`config.mk`:
```
export PLATFORM = sky130hd
export DESIGN_NAME = fpu_seq
export DESIGN_NICKNAME = d
export VERILOG_FILES = /design/src/rtl/fpu_seq.sv
export SDC_FILE = /design/constraint.sdc
export NUM_CORES = 1
export LEC_CHECK = 0
export CAP_MARGIN = 20
export CORE_AREA = 2 2 146 148
export DETAILED_ROUTE_END_ITERATION = 6
export DIE_AREA = 0 0 148 150
export PLACE_DENSITY = 0.85
export SLEW_MARGIN = 15
export SYNTH_ARGS = -nofsm -noshare
export SYNTH_HDL_FRONTEND = slang
export SYNTH_SLANG_ARGS = --single-unit
export TNS_END_PERCENT = 1
```
`constraint.sdc`:
```
create_clock -name clk -period 2.59 [get_ports clk]
set_input_delay 0.6475 -clock clk [delete_from_list [all_inputs] [get_ports clk]]
set_output_delay 0.6475 -clock clk [all_outputs]
set_load 0.1 [all_outputs]
```
`src/rtl/fpu_seq.sv`:
```
// fpu_seq: command sequencer for the floating-point unit.
// Buffers commands, reads operands, waits the unit latency, writes back.
module fpu_seq #(
   parameter int WIDTH      = 32,
   parameter int ADDR_W     = 5,
   parameter int FIFO_DEPTH = 4,
   parameter int LAT_ADD    = 3,
   parameter int LAT_MUL    = 3,
   parameter int LAT_DIV    = 8,
   parameter int LAT_SQR    = 8,
   parameter int LAT_CMP    = 2
) (
   input  logic              clk,
   input  logic              rstp,
   input  logic              cmd_valid,
   output logic              cmd_ready,
   input  logic [2:0]        cmd_op,
   input  logic [ADDR_W-1:0] cmd_src1,
   input  logic [ADDR_W-1:0] cmd_src2,
   input  logic [ADDR_W-1:0] cmd_dst,
   input  logic [2:0]        cmd_rm,
   output logic              rf_rd_en,
   output logic [ADDR_W-1:0] rf_rd_addr1,
   output logic [ADDR_W-1:0] rf_rd_addr2,
   input  logic [WIDTH-1:0]  rf_rd_data1,
   input  logic [WIDTH-1:0]  rf_rd_data2,
   output logic [2:0]        op_sel,
   output logic [2:0]        op_rm,
   output logic [WIDTH-1:0]  op_in1,
   output logic [WIDTH-1:0]  op_in2,
   input  logic [WIDTH-1:0]  res_data,
   input  logic [4:0]        res_flags,
   input  logic [2:0]        cmp_flags,
   output logic              rf_we,
   output logic [ADDR_W-1:0] rf_wr_addr,
   output logic [WIDTH-1:0]  rf_wr_data,
   output logic              rsp_valid,
   output logic              cmp_less,
   output logic              cmp_eq,
   output logic              cmp_great,
   output logic [4:0]        fflags,
   input  logic              fflags_clr,
   output logic              busy
);

   localparam int CW   = $clog2(FIFO_DEPTH);
   localparam int CNTW = CW + 1;

   typedef struct packed {
      logic [2:0]        op;
      logic [2:0]        rm;
      logic [ADDR_W-1:0] src1;
      logic [ADDR_W-1:0] src2;
      logic [ADDR_W-1:0] dst;
   } cmd_t;

   typedef enum logic [1:0] {IDLE, READ, EXEC, WB} state_t;

   cmd_t              fifo_mem [FIFO_DEPTH];
   cmd_t              head;
   logic [CW-1:0]     wr_ptr;
   logic [CW-1:0]     rd_ptr;
   logic [CNTW-1:0]   count;
   logic              empty;
   logic              full;
   logic              push;
   logic              pop;
   state_t            state;
   state_t            state_nxt;
   logic [7:0]        cnt;
   logic [ADDR_W-1:0] dst;
   logic [WIDTH-1:0]  res;
   logic [4:0]        flags_q;
   logic [2:0]        cmp_q;
   logic [4:0]        wb_flags;
   logic              is_wr;

   function automatic logic [7:0] lat_of(input logic [2:0] op);
      case (op)
         3'd0:    lat_of = 8'(LAT_ADD - 1);
         3'd1:    lat_of = 8'(LAT_MUL - 1);
         3'd2:    lat_of = 8'(LAT_DIV - 1);
         3'd3:    lat_of = 8'(LAT_SQR - 1);
         3'd4:    lat_of = 8'(LAT_CMP - 1);
         default: lat_of = 8'd0;
      endcase
   endfunction

   assign empty     = (count == '0);
   assign full      = (count == CNTW'(FIFO_DEPTH));
   assign cmd_ready = !rstp && !full;
   assign push      = cmd_valid && cmd_ready;
   assign head      = fifo_mem[rd_ptr];
   assign busy      = (state != IDLE) || !empty;

   always_ff @(posedge clk) begin
      if (push) begin
         fifo_mem[wr_ptr] <= '{op: cmd_op, rm: cmd_rm, src1: cmd_src1,
                               src2: cmd_src2, dst: cmd_dst};
      end
   end

   always_comb begin
      state_nxt = state;
      pop       = 1'b0;
      case (state)
         IDLE: begin
            if (!empty) begin
               pop       = 1'b1;
               state_nxt = READ;
            end
         end
         READ: state_nxt = EXEC;
         EXEC: begin
            if (cnt == 8'd0) state_nxt = WB;
         end
         WB: begin
            pop       = !empty;
            state_nxt = empty ? IDLE : READ;
         end
         default: state_nxt = IDLE;
      endcase
   end

   assign rf_rd_en    = pop;
   assign rf_rd_addr1 = pop ? head.src1 : '0;
   assign rf_rd_addr2 = pop ? head.src2 : '0;

   assign is_wr      = (op_sel < 3'd4);
   assign rsp_valid  = (state == WB);
   assign rf_we      = rsp_valid && is_wr;
   assign rf_wr_addr = rf_we ? dst : '0;
   assign rf_wr_data = rf_we ? res : '0;
   // illegal opcodes raise only the invalid flag
   assign wb_flags   = (op_sel > 3'd4) ? 5'b10000 : flags_q;

   always_ff @(posedge clk) begin
      if (rstp) begin
         state     <= IDLE;
         wr_ptr    <= '0;
         rd_ptr    <= '0;
         count     <= '0;
         cnt       <= '0;
         op_sel    <= '0;
         op_rm     <= '0;
         dst       <= '0;
         op_in1    <= '0;
         op_in2    <= '0;
         res       <= '0;
         flags_q   <= '0;
         cmp_q     <= '0;
         cmp_less  <= 1'b0;
         cmp_eq    <= 1'b0;
         cmp_great <= 1'b0;
         fflags    <= '0;
      end else begin
         state <= state_nxt;
         if (push) wr_ptr <= wr_ptr + CW'(1);
         if (pop) rd_ptr <= rd_ptr + CW'(1);
         count <= count + CNTW'(push) - CNTW'(pop);
         if (pop) begin
            op_sel <= head.op;
            op_rm  <= head.rm;
            dst    <= head.dst;
         end
         if (state == READ) begin
            op_in1 <= rf_rd_data1;
            op_in2 <= rf_rd_data2;
            cnt    <= lat_of(op_sel);
         end
         if (state == EXEC) begin
            if (cnt == 8'd0) begin
               res     <= res_data;
               flags_q <= res_flags;
               cmp_q   <= cmp_flags;
            end else begin
               cnt <= cnt - 8'd1;
            end
         end
         if (rsp_valid && op_sel == 3'd4) begin
            {cmp_less, cmp_eq, cmp_great} <= cmp_q;
         end
         fflags <= (fflags_clr ? 5'b0 : fflags) |
                   (rsp_valid ? wb_flags : 5'b0);
      end
   end

endmodule

```
==> reports/qor.log, run 1 <==
INFO  min_path       hold_path_cell_cnt=2
INFO  logic_synthesis ys_ff_latch=226
INFO  critical_path  timing.critical_path.arrival=2.10ns
INFO  timing         worst_slew_pin_slew=0.818ns
INFO  min_path       hold_path_startpoint=res[29]
INFO  critical_path  regToRegEndpoint=count[1]
INFO  critical_path  path_cells=inv_2, ha_4, or3_4, inv_6, buf_12, and2_4, buf_12
INFO  clock_network  clock-sinks=226
INFO  logic_synthesis synth_sequential_area_ratio=61.1%
INFO  floorplanning  starting_density_of_the_core=42.4%
INFO  logic_synthesis avgSynthCellArea=11.6squm
INFO  logic_synthesis async_flop_share=0%
INFO  drt            drt-vias-per-instance=4.96
INFO  power_and_ir_drop power=15.2mW
INFO  floorplanning  number_of_top_level_pins=259
INFO  drt            antenna_violating_nets_post_route=0
INFO  critical_path  r2r_cells=11
INFO  cells_and_area layout-area-overhead-vs-synth=50.1%
INFO  clock_network  clkTransAtPathRegs=0.06ns
INFO  critical_path  path_delay_family=simple AND/OR/NAND/NOR gates
INFO  critical_path  critical_path.max_fanout=7
INFO  global_route   grt_start_max_net_pins=77
INFO  global_route   antenna_found_initial=0
INFO  min_path       min_to=res[29]
INFO  power_and_ir_drop leakagePower=5.00nW
INFO  critical_path  timing.critical_path.from_type=flip-flop
INFO  timing         setup_repair_after_global_routing_missed_its_margin=true
INFO  logic_synthesis ys.warnings.count=0
INFO  critical_path  crit_required=1.94ns
INFO  floorplanning  core.rowCount=53
INFO  clock_network  cts_inserted_buffers=23
INFO  drt            drt_iter0_drc=318
INFO  clock_network  clk_path_buf_depth=3
INFO  outcome        violations=setup timing
INFO  cells_and_area post_route_cells_drive_above_1_share=27.6%
INFO  global_route   grt_first_pass_wirelength=33.5mm
INFO  cells_and_area insertedDiodeCount=0
INFO  global_route   grt_util_all_layers=18.8%
INFO  timing         slew_viol_final=0
INFO  drt            first_pass_iters=5
INFO  timing         clock-skew-final=0.0109ns
INFO  critical_path  worst_path_most_repeated_cell=sky130_fd_sc_hd__buf_12
INFO  timing         relSlewSlack=45.5%
INFO  power_and_ir_drop vdd_drop_max=0.809mV
INFO  critical_path  slack_of_the_worst_reg_to_reg_path=0.13ns
INFO  clock_network  ctsHoldBuffers=0
INFO  timing         fin_crit_sh=106%
INFO  floorplanning  fp.dieW=148um
INFO  power_and_ir_drop power_density=1150nW/um^2
INFO  timing         final_critical_path_setup_slack=-0.156ns
INFO  placement      hpwl=14.8mm
INFO  min_path       min-delay-path-class=flip-flop to flip-flop
INFO  critical_path  timing.critical_path.buf_inv=4
INFO  logic_synthesis synthCells=760
INFO  cells_and_area final_net_count=1,175
INFO  logic_synthesis synth_nets=903
INFO  critical_path  worstReg2RegStart=state[0]
INFO  timing         timing.final.hold_violations=0
INFO  critical_path  critPathMaxStageDelay=0.41ns
INFO  logic_synthesis synth-main-ff-cell=sky130_fd_sc_hd__dfxtp_1
INFO  placement      post-place-cells=1,272
INFO  cells_and_area num-fill-cells=1,552
INFO  drt            drt_wl_total=21.9mm
INFO  drt            detailroute.via_count=6,560
INFO  timing         finalWorstPathRequiredPeriod=2.75ns
INFO  critical_path  timing.setup.critical_path_class=flip-flop to output pin
INFO  clock_network  worstSkewPairLatency=0.51ns
INFO  global_route   grt_overflow_total=0
INFO  job            cap_viol_max_count=0
INFO  logic_synthesis number_of_synthesized_flops_with_an_enable_pin=84
INFO  critical_path  worst_path_max_delay_cell=sky130_fd_sc_hd__or3_4
INFO  floorplanning  core_area=20,700squm
INFO  logic_synthesis syn_area=8780squm
INFO  placement      place.port_buffers=258
INFO  critical_path  end_kind=output pin
INFO  floorplanning  die_h=150um
INFO  placement      routabilityCongestion=0.779
INFO  timing         setup_viol=11
INFO  critical_path  timing.critical_path.depth=7
INFO  floorplanning  die_area=22,200squm
INFO  outcome        run_status=finished, violations left
INFO  logic_synthesis yosysUniqueCellTypes=41
INFO  cells_and_area postLayoutCoreUtil=63.7%
INFO  clock_network  ctsRootBufferMaster=sky130_fd_sc_hd__clkbuf_16
INFO  clock_network  tritoncts_clock_tree=done
INFO  timing         max_clock_freq=364MHz
INFO  global_route   grt_pass1_vias=6,497
INFO  drt            routed_wire_length_per_instance=16.6um
INFO  clock_network  cts.htree.levels=1
INFO  drt            route.detailed.drc=0
INFO  cells_and_area post_layout_nonfiller_instances=1,323
-- cell usage in the layout (no fill, tap or decap), drive strengths merged, types with 13 or more instances in the layout --
cell           synthesis  layout
dfxtp                142     142
ha                    13      13
inv                   14      15
nand2                108     108
and2                  52      52
mux4                  21      21
nor2                  85      85
clkdlybuf4s50          0     127
a21oi                 62      62
clkbuf                32      27
edfxtp                84      84
mux2i                 69      69
buf                   14     165
-- routing by layer --
layer | global-route usage (%) | vias up | part of all wire, %
met2 | 34.8 | 255 | 52
met3 | 3.54 | 37 | 7.0
met4 | 5.67 | 0 | 2.2
met5 | 0 | - | 0
li1 | - | 3154 | -
met1 | 22.0 | 3114 | 38
-- cells in the mapped netlist (5+ instances only) --
| master | count | area (sq um) |
|---|---|---|
| sky130_fd_sc_hd__and2_1 | 52 | 325 |
| sky130_fd_sc_hd__dfxtp_1 | 142 | 2840 |
| sky130_fd_sc_hd__ha_1 | 13 | 163 |
| sky130_fd_sc_hd__inv_1 | 14 | 52.6 |
| sky130_fd_sc_hd__clkbuf_1 | 32 | 120 |
| sky130_fd_sc_hd__nor3_1 | 6 | 30.0 |
| sky130_fd_sc_hd__nand3_1 | 6 | 30.0 |
| sky130_fd_sc_hd__a21oi_1 | 62 | 310 |
| sky130_fd_sc_hd__edfxtp_1 | 84 | 2520 |
| sky130_fd_sc_hd__nand2_1 | 108 | 405 |
| sky130_fd_sc_hd__nor2_1 | 85 | 319 |
| sky130_fd_sc_hd__nor2b_1 | 10 | 62.6 |
| sky130_fd_sc_hd__mux4_2 | 21 | 473 |
| sky130_fd_sc_hd__buf_2 | 5 | 25.0 |
| sky130_fd_sc_hd__mux2i_1 | 69 | 691 |
| sky130_fd_sc_hd__xnor2_1 | 5 | 43.8 |
-- sequential cells by signal, indices dropped and copies added, names as in the netlist, 2 cells and up, named ones only --
| name | count |
|---|---|
| cmp_q | 3 |
| cnt | 8 |
| count | 3 |
| dst | 5 |
| fflags | 5 |
| fifo_mem | 84 |
| flags_q | 5 |
| op_in1 | 32 |
| op_in2 | 32 |
| op_rm | 3 |
| op_sel | 3 |
| rd_ptr | 2 |
| res | 32 |
| state | 2 |
| wr_ptr | 2 |
-- worst max-delay path by stage --
stage                    from  slack (ns)             end
floorplan            state[0]       -0.44        count[1]
finish               state[0]       -0.16  rf_rd_addr2[4]
detailed placement  cmd_valid       -0.21        count[2]
global route         state[0]       -0.21  rf_rd_addr2[4]
CTS                  state[1]       -0.25  rf_rd_addr2[4]
global placement    cmd_valid       -0.11        count[2]
-- what timing repair did --
action / CTS / global route
pin swaps: 7 / 24
setup buffers: 7 / 2
setup endpoints to repair: 49 / 49
gates resized for setup: 49 / 4
gates cloned: 2 / 0
-- logic make-up (layout without fill, tap and decap cells) --
group                    Yosys count  in the layout  synth area share [%]
AO/OA/AOI/OAI                     78             78                  4.87
XOR/XNOR                           6              6                 0.599
adder cells (fa/ha/maj)           14             14                  2.08
AND/OR/NAND/NOR                  286            286                  15.1
buffers and inverters             60            348                  3.02
flip-flops                       226            226                  61.1
multiplexers                      90             90                  13.3
-- worst register-to-register path, delay by kind of cell (launching register included) --
family	cells	cell delay, ns
buffers and inverters	5	0.46
AND/OR/NAND/NOR	2	0.54
adder cells (fa/ha/maj)	4	0.98
flip-flops	1	0.34
-- metrics by stage --
stage	instance area (sq um)	TNS, ns	setup WS (ns)	hold WS, ns
after floorplan	8820	-17.62	-0.441	0.431
after global placement	12100	-0.189	-0.113	0.437
after detailed placement	12100	-0.407	-0.215	0.442
after CTS	13200	-3.05	-0.249	0.453
after global routing	13200	-3.85	-0.212	0.463
final	13200	-1.47	-0.156	0.449
-- power by group --
part           switching, mW  total, mW  leakage [nW]  internal (mW)
Combinational           4.67       7.28          2.70           2.61
Clock                   1.36       3.37         0.380           2.01
Sequential             0.303       4.51          1.92           4.21
-- final cells by class --
type	count	area, sq um	share of cell area, %
repair buffers	293	3320	25.2
inverters	14	57.6	0.437
well taps	275	344	2.61
flip-flops and latches	226	5370	40.7
multi-input cells	474	3320	25.2
clock inverters	14	155	1.18
clock buffers	27	621	4.71
Power figures use the tool's default switching activity.
==> run 2, diff against run 1 <==
--- a/config.mk
+++ b/config.mk
@@ -6,11 +6,12 @@
 export NUM_CORES = 1
 export LEC_CHECK = 0
 export CAP_MARGIN = 20
-export CORE_AREA = 2 2 146 148
+export CORE_AREA = 2 2 152 154
 export DETAILED_ROUTE_END_ITERATION = 6
-export DIE_AREA = 0 0 148 150
-export PLACE_DENSITY = 0.85
-export SLEW_MARGIN = 15
+export DIE_AREA = 0 0 154 156
+export PLACE_DENSITY = 0.8
+export REMOVE_ABC_BUFFERS = 1
+export SLEW_MARGIN = 5
 export SYNTH_ARGS = -nofsm -noshare
 export SYNTH_HDL_FRONTEND = slang
 export SYNTH_SLANG_ARGS = --single-unit
==> run 2 against run 1 <==
The run still ends with setup timing left. Highest routed layer unchanged. Final cell count up 0.68%. Utilization down 5.0 points. Sequential power about the same. Largest cell class unchanged. Die area up 8.2%. Via count down 0.46%.
==> reports/qor.log, run 2 (synthesized netlist as in run 1, its figures left out) <==
INFO  clock_network  clkTransAtPathRegs=0.06ns [about the same]
INFO  cells_and_area insertedDiodeCount=0 [unchanged]
INFO  cells_and_area mostFrequentLayoutCells=sky130_fd_sc_hd__dfxtp_1, sky130_fd_sc_hd__clkdlybuf4s50_1, sky130_fd_sc_hd__nand2_1 [unchanged]
INFO  placement      place.port_buffers=258 [unchanged]
INFO  cells_and_area regMostFlops=fifo_mem [unchanged]
INFO  drt            route.detailed.drc=0 [unchanged]
INFO  power_and_ir_drop vdd_drop_max=1.06mV [was 0.809 mV]
INFO  power_and_ir_drop leakagePower=4.97nW [was 5.00 nW]
INFO  cells_and_area num-fill-cells=1,785 [was 1,552]
INFO  drt            drt_iter0_drc=384 [was 318]
INFO  critical_path  timing.critical_path.from_type=flip-flop [unchanged]
INFO  drt            routed_wire_length_per_instance=16.6um [about the same]
INFO  floorplanning  die_area=24,000squm [was 22,200 sq um]
INFO  timing         slew_viol_final=0 [unchanged]
INFO  clock_network  clk_path_buf_depth=3 [unchanged]
INFO  clock_network  tritoncts_clock_tree=done [unchanged]
INFO  timing         setup_viol=18 [was 11]
INFO  cells_and_area post_route_cells_drive_above_1_share=26.6% [was 27.6%]
INFO  cells_and_area largest_register_ff_count=84 [unchanged]
INFO  cells_and_area layout-area-overhead-vs-synth=49.6% [was 50.1%]
INFO  clock_network  clock-sinks=226 [unchanged]
INFO  min_path       min-delay-path-class=flip-flop to flip-flop [unchanged]
INFO  placement      routabilityCongestion=0.756 [was 0.779]
INFO  outcome        run_status=finished, violations left [unchanged]
INFO  timing         timing.hold.ws=0.452ns [was 0.449 ns]
INFO  critical_path  timing.critical_path.buf_inv=5 [was 4]
INFO  global_route   antenna_found_initial=0 [unchanged]
INFO  timing         final_critical_path_setup_slack=-0.231ns [was -0.156 ns]
INFO  drt            drt-vias-per-instance=4.90 [was 4.96]
INFO  timing         worst_slew_pin_slew=0.628ns [was 0.818 ns]
INFO  placement      dpl_cell_area=12,100squm [about the same]
INFO  drt            first_pass_iters=5 [unchanged]
INFO  critical_path  worst_path_max_delay_cell=sky130_fd_sc_hd__or3_4 [unchanged]
INFO  global_route   grt_start_max_net_pins=142 [was 77]
INFO  floorplanning  number_of_top_level_pins=259 [unchanged]
INFO  critical_path  worst_path_most_repeated_cell=sky130_fd_sc_hd__buf_12 [unchanged]
INFO  critical_path  critPathMaxStageDelay=0.42ns [was 0.41 ns]
INFO  power_and_ir_drop power_density=1140nW/um^2 [was 1150 nW/um^2]
INFO  critical_path  timing.critical_path.arrival=2.17ns [was 2.10 ns]
INFO  clock_network  cts.htree.levels=1 [unchanged]
INFO  job            cap_viol_max_count=0 [unchanged]
INFO  global_route   grt_first_pass_wirelength=33.7mm [was 33.5 mm]
INFO  timing         finalWorstPathRequiredPeriod=2.82ns [was 2.75 ns]
INFO  critical_path  critical_path.max_fanout=6 [was 7]
INFO  global_route   grt_pass1_vias=6,350 [was 6,497]
INFO  timing         max_clock_freq=354MHz [was 364 MHz]
INFO  cells_and_area layout_commonest_cell=sky130_fd_sc_hd__dfxtp_1 [unchanged]
INFO  clock_network  cts_inserted_buffers=24 [was 23]
INFO  critical_path  path_delay_family=simple AND/OR/NAND/NOR gates [unchanged]
INFO  drt            antenna_violating_nets_post_route=0 [unchanged]
INFO  placement      hpwl=14.7mm [was 14.8 mm]
INFO  floorplanning  core.rowCount=55 [was 53]
INFO  global_route   grt_util_all_layers=17.5% [was 18.8%]
INFO  clock_network  ctsRootBufferMaster=sky130_fd_sc_hd__clkbuf_16 [unchanged]
INFO  critical_path  crit_required=1.94ns [about the same]
INFO  cells_and_area final_net_count=1,172 [was 1,175]
INFO  drt            drt_wl_total=22.2mm [was 21.9 mm]
INFO  timing         setup_repair_after_global_routing_missed_its_margin=true [unchanged]
INFO  timing         relSlewSlack=58.2% [was 45.5%]
INFO  timing         clock-skew-final=0.0229ns [was 0.0109 ns]
INFO  critical_path  end_kind=output pin [unchanged]
INFO  floorplanning  core_area=22,400squm [was 20,700 sq um]
INFO  timing         fin_crit_sh=109% [was 106%]
INFO  floorplanning  fp.dieW=154um [was 148 um]
INFO  critical_path  timing.setup.critical_path_class=flip-flop to output pin [unchanged]
INFO  cells_and_area final_area=13,100squm [was 13,200 sq um]
INFO  outcome        violations=setup timing [unchanged]
INFO  floorplanning  starting_density_of_the_core=39.3% [was 42.4%]
INFO  critical_path  path_cells=inv_4, ha_4, nor2_1, or3_4, inv_8, buf_12, buf_12, and2_4, buf_12 [was inv_2, ha_4, or3_4, inv_6, buf_12, and2_4, buf_12]
INFO  power_and_ir_drop power=14.9mW [was 15.2 mW]
INFO  drt            detailroute.via_count=6,530 [was 6,560]
INFO  floorplanning  die_h=156um [was 150 um]
INFO  timing         timing.final.hold_violations=0 [unchanged]
INFO  global_route   grt_overflow_total=0 [unchanged]
INFO  clock_network  worstSkewPairLatency=0.53ns [was 0.51 ns]
[run 2: worst paths after layout]
path	from	end	slack, ns	cells after the start
hold / removal	flags_q[4]	flags_q[4]	0.45	2
setup reg to reg	state[1]	count[1]	0.11	12
setup / recovery	state[1]	rf_rd_addr2[0]	-0.23	9
hold reg to reg	flags_q[4]	flags_q[4]	0.45	2
[run 2: through the flow]
step | TNS, ns | setup WS (ns) | utilization (%) | cells
6_report | -1.92 | -0.231 | 58.7 | 1332
5_1_grt | -5.04 | -0.312 | 58.7 | 1332
4_1_cts | -2.54 | -0.259 | 58.7 | 1332
3_5_place_dp | -0.406 | -0.216 | 54.2 | 1283
3_3_place_gp | -0.281 | -0.163 | 54.2 | 1283
2_1_floorplan | -166.36 | -2.44 | - | 714
[run 2: power breakdown]
part	switching, mW	internal (mW)
Clock	1.35	1.82
Combinational	4.66	2.56
Sequential	0.307	4.21
[run 2: tightest hold or removal path, delay by kind of cell, from the launching register on]
| kind | cells | cell delay, ns |
|---|---|---|
| and+or+nand+nor | 1 | 0.05 |
| AOI/OAI and AO/OA | 1 | 0.05 |
| DFF | 1 | 0.30 |
[run 2: metal layers]
metal,up-vias,wire length (um),track usage [%]
met5,-,0,0
met4,0,480,4.49
met3,33,1350,3.72
met2,220,10900,30.1
met1,3126,9460,22.6
li1,3151,-,-
[run 2: area by class of cell]
type,instances,area (sq um),area share [%]
Clock buffer,33,674,5.14
Clock inverter,11,60.1,0.457
Inverter,14,62.6,0.476
Multi-Input combinational cell,474,3320,25.3
Sequential cell,226,5370,40.9
Tap cell,285,357,2.72
Timing Repair Buffer,289,3290,25.1
[run 2: timing repair]
action                     in CTS  in global routing
setup endpoints to repair      49                 49
buffers inserted                3                  0
resized for setup              66                  3
gates cloned                    2                  0
hold endpoints to repair        0                  0
pin swaps                      12                 21
hold buffers                    0                  0
